### config.mk
export PLATFORM = sky130hd
export DESIGN_NAME = dense_neuron_mac_flat
export DESIGN_NICKNAME = d
export VERILOG_FILES = /design/src/rtl/dense_neuron_mac_if.sv /design/src/rtl/dense_neuron_mac.sv /design/src/flat_wrapper.sv
export SDC_FILE = /design/constraint.sdc
export NUM_CORES = 2
export LEC_CHECK = 0
export CAP_MARGIN = 0
export CORE_MARGIN = 2
export CORE_UTILIZATION = 55
export DETAILED_ROUTE_END_ITERATION = 8
export PLACE_DENSITY = 0.73
export SLEW_MARGIN = 20
export SYNTH_ARGS = -nofsm -noshare
export SYNTH_HDL_FRONTEND = slang
export SYNTH_SLANG_ARGS = --single-unit
### constraint.sdc
create_clock -name clk -period 16.06 [get_ports clk]
set_input_delay 1.606 -clock clk [delete_from_list [all_inputs] [get_ports clk]]
set_output_delay 1.606 -clock clk [all_outputs]
set_load 0.05 [all_outputs]
### src/rtl/dense_neuron_mac_if.sv
// Stream bundle for dense_neuron_mac: start/bias control, x/w input beats,
// and the held result handshake toward the activation stage.
interface dense_neuron_mac_if #(
   parameter int N = 32
);
   logic         start;
   logic [N-1:0] bias;
   logic         in_valid;
   logic         in_ready;
   logic [N-1:0] x;
   logic [N-1:0] w;
   logic         out_valid;
   logic         out_ready;
   logic [N-1:0] out_data;
   logic         sat;
   logic         busy;

   modport master (
      output start, bias, in_valid, x, w, out_ready,
      input  in_ready, out_valid, out_data, sat, busy
   );

   modport slave (
      input  start, bias, in_valid, x, w, out_ready,
      output in_ready, out_valid, out_data, sat, busy
   );
endinterface

### src/rtl/dense_neuron_mac.sv
// Streaming neuron MAC: y = bias + sum(x[i]*w[i]) in signed Q(N,Q), saturated to N bits.
// Optional DENSE_MAC_ROUND_EN selects round-half-up instead of floor before the Q shift.
module dense_neuron_mac #(
   parameter int N      = 32,
   parameter int Q      = 16,
   parameter int NUM_IN = 16,
   parameter int GUARD  = 10
) (
   input logic               clk,
   input logic               rst,
   dense_neuron_mac_if.slave bus
);
   localparam int AW = 2 * N + GUARD;
   localparam int SW = AW + 2;
   localparam int CW = (NUM_IN > 1) ? $clog2(NUM_IN) : 1;

   localparam logic signed [SW-1:0] SAT_MAX = {{(SW - N + 1){1'b0}}, {(N - 1){1'b1}}};
   localparam logic signed [SW-1:0] SAT_MIN = ~SAT_MAX;

   typedef enum logic [2:0] {
      IDLE,
      ACC,
      DRAIN,
      FIN,
      OUT
   } state_t;

   state_t                 r_state;
   logic [N-1:0]           r_bias;
   logic [CW-1:0]          r_cnt;
   logic signed [2*N-1:0]  r_p;
   logic                   r_pv;
   logic signed [AW-1:0]   r_acc;
   logic [N-1:0]           r_out_data;
   logic                   r_sat;
   logic                   r_out_valid;
   logic                   r_in_ready;
   logic                   r_busy;

   logic                   w_accept;
   logic signed [2*N-1:0]  w_prod;
   logic signed [SW-1:0]   w_bias_ext;
   logic signed [SW-1:0]   w_rnd;
   logic signed [SW-1:0]   w_sum;
   logic signed [SW-1:0]   w_shr;
   logic                   w_hi;
   logic                   w_lo;
   logic [N-1:0]           w_res;

   assign w_accept = bus.in_valid && r_in_ready;
   assign w_prod   = (2 * N)'($signed(bus.x)) * (2 * N)'($signed(bus.w));

   always_comb begin
      w_bias_ext = SW'($signed(r_bias)) <<< Q;
`ifdef DENSE_MAC_ROUND_EN
      w_rnd = SW'(1) <<< (Q - 1);
`else
      w_rnd = '0;
`endif
      w_sum = SW'(r_acc) + w_bias_ext + w_rnd;
      w_shr = w_sum >>> Q;
      w_hi  = w_shr > SAT_MAX;
      w_lo  = w_shr < SAT_MIN;
      w_res = w_shr[N-1:0];
      if (w_hi) begin
         w_res = {1'b0, {(N - 1){1'b1}}};
      end else if (w_lo) begin
         w_res = {1'b1, {(N - 1){1'b0}}};
      end
   end

   always_ff @(posedge clk) begin
      if (rst) begin
         r_state     <= IDLE;
         r_bias      <= '0;
         r_cnt       <= '0;
         r_p         <= '0;
         r_pv        <= 1'b0;
         r_acc       <= '0;
         r_out_data  <= '0;
         r_sat       <= 1'b0;
         r_out_valid <= 1'b0;
         r_in_ready  <= 1'b0;
         r_busy      <= 1'b0;
      end else begin
         // Product stage loads only on accepted beats so idle x/w never reach acc.
         r_pv <= w_accept;
         if (w_accept) begin
            r_p <= w_prod;
         end
         if (r_pv) begin
            r_acc <= r_acc + AW'(r_p);
         end

         case (r_state)
            IDLE: begin
               if (bus.start) begin
                  r_bias     <= bus.bias;
                  r_acc      <= '0;
                  r_cnt      <= '0;
                  r_in_ready <= 1'b1;
                  r_busy     <= 1'b1;
                  r_state    <= ACC;
               end
            end
            ACC: begin
               if (w_accept) begin
                  r_cnt <= r_cnt + CW'(1);
                  if (r_cnt == CW'(NUM_IN - 1)) begin
                     r_in_ready <= 1'b0;
                     r_state    <= DRAIN;
                  end
               end
            end
            DRAIN: begin
               r_state <= FIN;
            end
            FIN: begin
               r_out_data  <= w_res;
               r_sat       <= w_hi | w_lo;
               r_out_valid <= 1'b1;
               r_state     <= OUT;
            end
            OUT: begin
               if (bus.out_ready) begin
                  r_out_valid <= 1'b0;
                  r_busy      <= 1'b0;
                  r_state     <= IDLE;
               end
            end
            default: begin
               r_in_ready  <= 1'b0;
               r_out_valid <= 1'b0;
               r_busy      <= 1'b0;
               r_state     <= IDLE;
            end
         endcase
      end
   end

   assign bus.in_ready  = r_in_ready;
   assign bus.out_valid = r_out_valid;
   assign bus.out_data  = r_out_data;
   assign bus.sat       = r_sat;
   assign bus.busy      = r_busy;
endmodule

### src/flat_wrapper.sv
// flat-port wrapper written by rule: the top's interface ports become plain ports
module dense_neuron_mac_flat 
#(
   parameter int N      = 32,
   parameter int Q      = 16,
   parameter int NUM_IN = 16,
   parameter int GUARD  = 10
)
  (clk, rst, bus_start, bus_bias, bus_in_valid, bus_x, bus_w, bus_out_ready, bus_in_ready, bus_out_valid, bus_out_data, bus_sat, bus_busy);
  dense_neuron_mac_if #(.N(N)) bus_i ();
  input logic clk;
  input logic rst;
  input wire logic [$bits(bus_i.start)-1:0] bus_start;
  input wire logic [$bits(bus_i.bias)-1:0] bus_bias;
  input wire logic [$bits(bus_i.in_valid)-1:0] bus_in_valid;
  input wire logic [$bits(bus_i.x)-1:0] bus_x;
  input wire logic [$bits(bus_i.w)-1:0] bus_w;
  input wire logic [$bits(bus_i.out_ready)-1:0] bus_out_ready;
  output wire logic [$bits(bus_i.in_ready)-1:0] bus_in_ready;
  output wire logic [$bits(bus_i.out_valid)-1:0] bus_out_valid;
  output wire logic [$bits(bus_i.out_data)-1:0] bus_out_data;
  output wire logic [$bits(bus_i.sat)-1:0] bus_sat;
  output wire logic [$bits(bus_i.busy)-1:0] bus_busy;
  assign bus_i.start = bus_start;
  assign bus_i.bias = bus_bias;
  assign bus_i.in_valid = bus_in_valid;
  assign bus_i.x = bus_x;
  assign bus_i.w = bus_w;
  assign bus_i.out_ready = bus_out_ready;
  assign bus_in_ready = bus_i.in_ready;
  assign bus_out_valid = bus_i.out_valid;
  assign bus_out_data = bus_i.out_data;
  assign bus_sat = bus_i.sat;
  assign bus_busy = bus_i.busy;
  dense_neuron_mac #(.N(N), .Q(Q), .NUM_IN(NUM_IN), .GUARD(GUARD)) u_core (.clk(clk), .rst(rst), .bus(bus_i));
endmodule
==> results by group <==
Global routing
  • Gr busiest metal: met2
  • First-pass GRT wire length: 221 mm
  • Global router's overall resource usage: 29.0%
  • Largest net degree at the start of global routing: 91
  • Vias in the first global route: 40,900
  • GR Overflow Total: 0
  • Grt met3 use: 7.15%
  • GR met2 Demand/Resource: 44.1%
  • Met1 GRT Util: 42.2%
  • Initial antenna violation count: 3

Critical path
  • Critical Path Start Type: input pin
  • Reg2reg setup slack: 11.01 ns
  • Worst reg2reg endpoint: u_core.bus.out_data[2]
  • Cell mode on critical path: fa_1
  • CP max stage cell: fa_1
  • Worst Path Arrival: 10.65 ns
  • Worst path max stage delay: 0.87 ns
  • Critical Path Fanout Max: 32
  • Reg2reg start: u_core.r_acc[16]
  • Crit end category: register
  • WS Path Type: input pin to register
  • Critical Path RT: 16.53 ns
  • R2R cell count: 16

Timing
  • Final worst path period share: 63.3%
  • Total Neg Setup Slack: 0 ns
  • Max Fclk: 98.3 MHz
  • Slew HR: 33.1%
  • Worst-Margin Slew: 1.00 ns
  • Final hold vios: 0
  • Max-slew violations: 0
  • RSZ-0062 raised after global routing: false
  • Final setup vio count: 0
  • Clock Skew: 0.0199 ns
  • Final min period: 10.17 ns

Synthesis
  • Synth unique cells: 85
  • Number of synthesized flops with an enable pin: 0
  • Syn Nets: 7,307
  • Synth Flop Type: dfxtp_1
  • #FFs+latches synth: 214
  • Synth Instances: 5,806
  • Average size of a mapped cell: 8.85 um2
  • Warnings from Yosys: 0
  • Synth top area cells: fa_1, dfxtp_1, ha_1
  • Yosys top cell area share: 42.2%
  • Post-Syn Area: 51,400 um2
  • Register area share after synthesis: 8.34%
  • Ys async rst share: 0%
  • Largest area contributor in the netlist: fa_1

Placement
  • Routability cong.: 0.909
  • Port Buffers: 136
  • HPWL Detailed: 106 mm

Finish
  • Layout cells sized above 1: 3.10%
  • # nets final: 7,223
  • Area of the multi-input gates: 42,200 um2
  • Sequential cell area: 4290 um2
  • ANT cells: 0
  • Final Util: 58.5%
  • Fillers: 8,169
  • Synthesis-to-layout area growth: 5.82%

Clock network
  • CTS Buffer Depth: 3
  • Post-CTS Resized: 0
  • Clk slew on worst S/H paths: 0.06 ns
  • Postcts setup bufs: 0
  • Hold_buf cts: 0
  • Clk root buf: clkbuf_16
  • Clock buffer count from CTS: 22
  • CTS tree: yes
  • Clk_lat worst skew: 0.54 ns
  • Clock sinks: 214
  • H-tree levels: 1

Routing
  • DRT antenna net count: 0
  • Vias: 39,500
  • Routed vias/inst: 5.64
  • DRT Pass-1 Iters: 6
  • Drt drc: 0
  • Drt initial violations: 2,808
  • DR WL/cell: 19.4 um
  • Total Wirelength: 136 mm

Worst hold path
  • Hold Path End: u_core.r_p[35]
  • Hold Crit Start: u_core.r_p[35]
  • Hold Crit Depth: 2
  • Hold WC Path Type: register to register

Floorplanning
  • Die Y: 310 um
  • Die width: 310 um
  • Die Area: 95,900 um2
  • Row Count: 112
  • Starting density of the core: 55.3%
  • Io pins: 137
  • Core footprint: 92,900 um2

Flow run
  • Max Cap Viol: 0

Status
  • Status: completed
## state kept, by name, summed over array words and instances, names as in the netlist
name	cells
u_core.bus.busy	1
u_core.bus.in_ready	1
u_core.bus.out_data	32
u_core.bus.out_valid	1
u_core.bus.sat	1
u_core.r_acc	74
u_core.r_bias	32
u_core.r_cnt	4
u_core.r_p	64
u_core.r_pv	1
u_core.r_state	3
## placed cells by master, fill, tap and decap left out, types with 17 or more instances in the layout
cell | synthesis | layout
fa_1 | 1084 | 1084
inv_1 | 991 | 991
nand2_1 | 769 | 767
and2_1 | 538 | 536
ha_1 | 316 | 316
a21oi_1 | 291 | 291
nor2_1 | 257 | 257
dfxtp_1 | 214 | 213
clkdlybuf4s50_1 | 0 | 129
xnor2_1 | 123 | 123
o21ai_0 | 112 | 112
a21o_1 | 98 | 98
buf_4 | 2 | 70
xor2_1 | 62 | 62
mux2i_1 | 62 | 62
nand3_1 | 51 | 51
nand4_1 | 42 | 42
nor3_1 | 37 | 37
or3_1 | 35 | 35
nand2b_1 | 34 | 34
a211oi_1 | 31 | 31
o21a_1 | 30 | 30
o21bai_1 | 28 | 28
o32ai_2 | 26 | 26
a31oi_1 | 25 | 25
and3_1 | 24 | 24
clkbuf_16 | 0 | 22
nor2b_1 | 17 | 17
## synthesized netlist by cell type, types with 8 or more instances
library cell	number
a211o_1	11
a211oi_1	31
a21o_1	98
a21oi_1	291
a31o_2	8
a31oi_1	25
a41oi_1	9
and2_1	538
and3_1	24
and4_1	11
buf_1	16
buf_2	9
clkbuf_1	284
dfxtp_1	214
fa_1	1084
ha_1	316
inv_1	991
mux2i_1	62
nand2_1	769
nand2b_1	34
nand3_1	51
nand4_1	42
nor2_1	257
nor2b_1	17
nor3_1	37
o211ai_1	16
o21a_1	30
o21ai_0	112
o21bai_1	28
o31ai_1	16
o32ai_2	26
or3_1	35
or4_1	9
xnor2_1	123
xor2_1	62
## layer usage
metal	part of all wire, %	vias up
li1	-	17800
met1	44	19700
met2	43	1680
met3	11	213
met4	2.4	2
met5	0.0088	-
## metrics by stage
stage                     cells  hold WS, ns  worst slack [ns]  instance area [um2]
final                      6992        0.455              5.89                54400
after global routing       6992        0.476              5.57                54400
after global placement     6952        0.446              5.46                53600
after detailed placement   6952        0.453              5.40                53600
after floorplan            5806        0.436              7.10                51400
after CTS                  6992        0.460              5.94                54400
## worst max path at each step
stage | startpoint | endpoint | slack [ns] | cells after the start
CTS | bus_w[2] | u_core.r_p[63] | 5.94 | 27
floorplan | bus_w[2] | u_core.r_p[62] | 7.10 | 27
detailed placement | bus_w[2] | u_core.r_p[63] | 5.40 | 27
finish | bus_w[8] | u_core.r_p[63] | 5.89 | 27
global route | bus_w[2] | u_core.r_p[63] | 5.57 | 27
global placement | bus_w[8] | u_core.r_p[63] | 5.46 | 27
## worst max-delay path: cells and delay by family
family / cells / cell delay, ns
AO/OA/AOI/OAI: 6 / 1.47
buffers and inverters: 5 / 0.97
AND/OR/NAND/NOR: 7 / 1.47
adder cells (fa/ha/maj): 9 / 5.07
## area by class of cell
cell class / instances / share of cell area, %
clock buffer: 26 / 1.06
clock inverter: 14 / 0.343
inverter: 993 / 6.85
multi-input combinational: 4285 / 77.6
sequential: 214 / 7.89
tap: 1254 / 2.89
timing repair buffer: 206 / 3.42
## cell families (layout without fill, tap and decap cells)
| kind of cell | Yosys count | after routing | synth area share (%) |
|---|---|---|---|
| flip-flops | 214 | 214 | 8.34 |
| AO/OA/AOI/OAI | 781 | 781 | 10.2 |
| AND/OR/NAND/NOR | 1856 | 1856 | 17.5 |
| buffers and inverters | 1307 | 1239 | 9.63 |
| XOR/XNOR | 185 | 185 | 3.15 |
| multiplexers | 63 | 63 | 1.23 |
| adder cells (fa/ha/maj) | 1400 | 1400 | 49.9 |
Power is not shown: default switching activity piles up to over one toggle a cycle in this logic, so the estimate is an artifact.
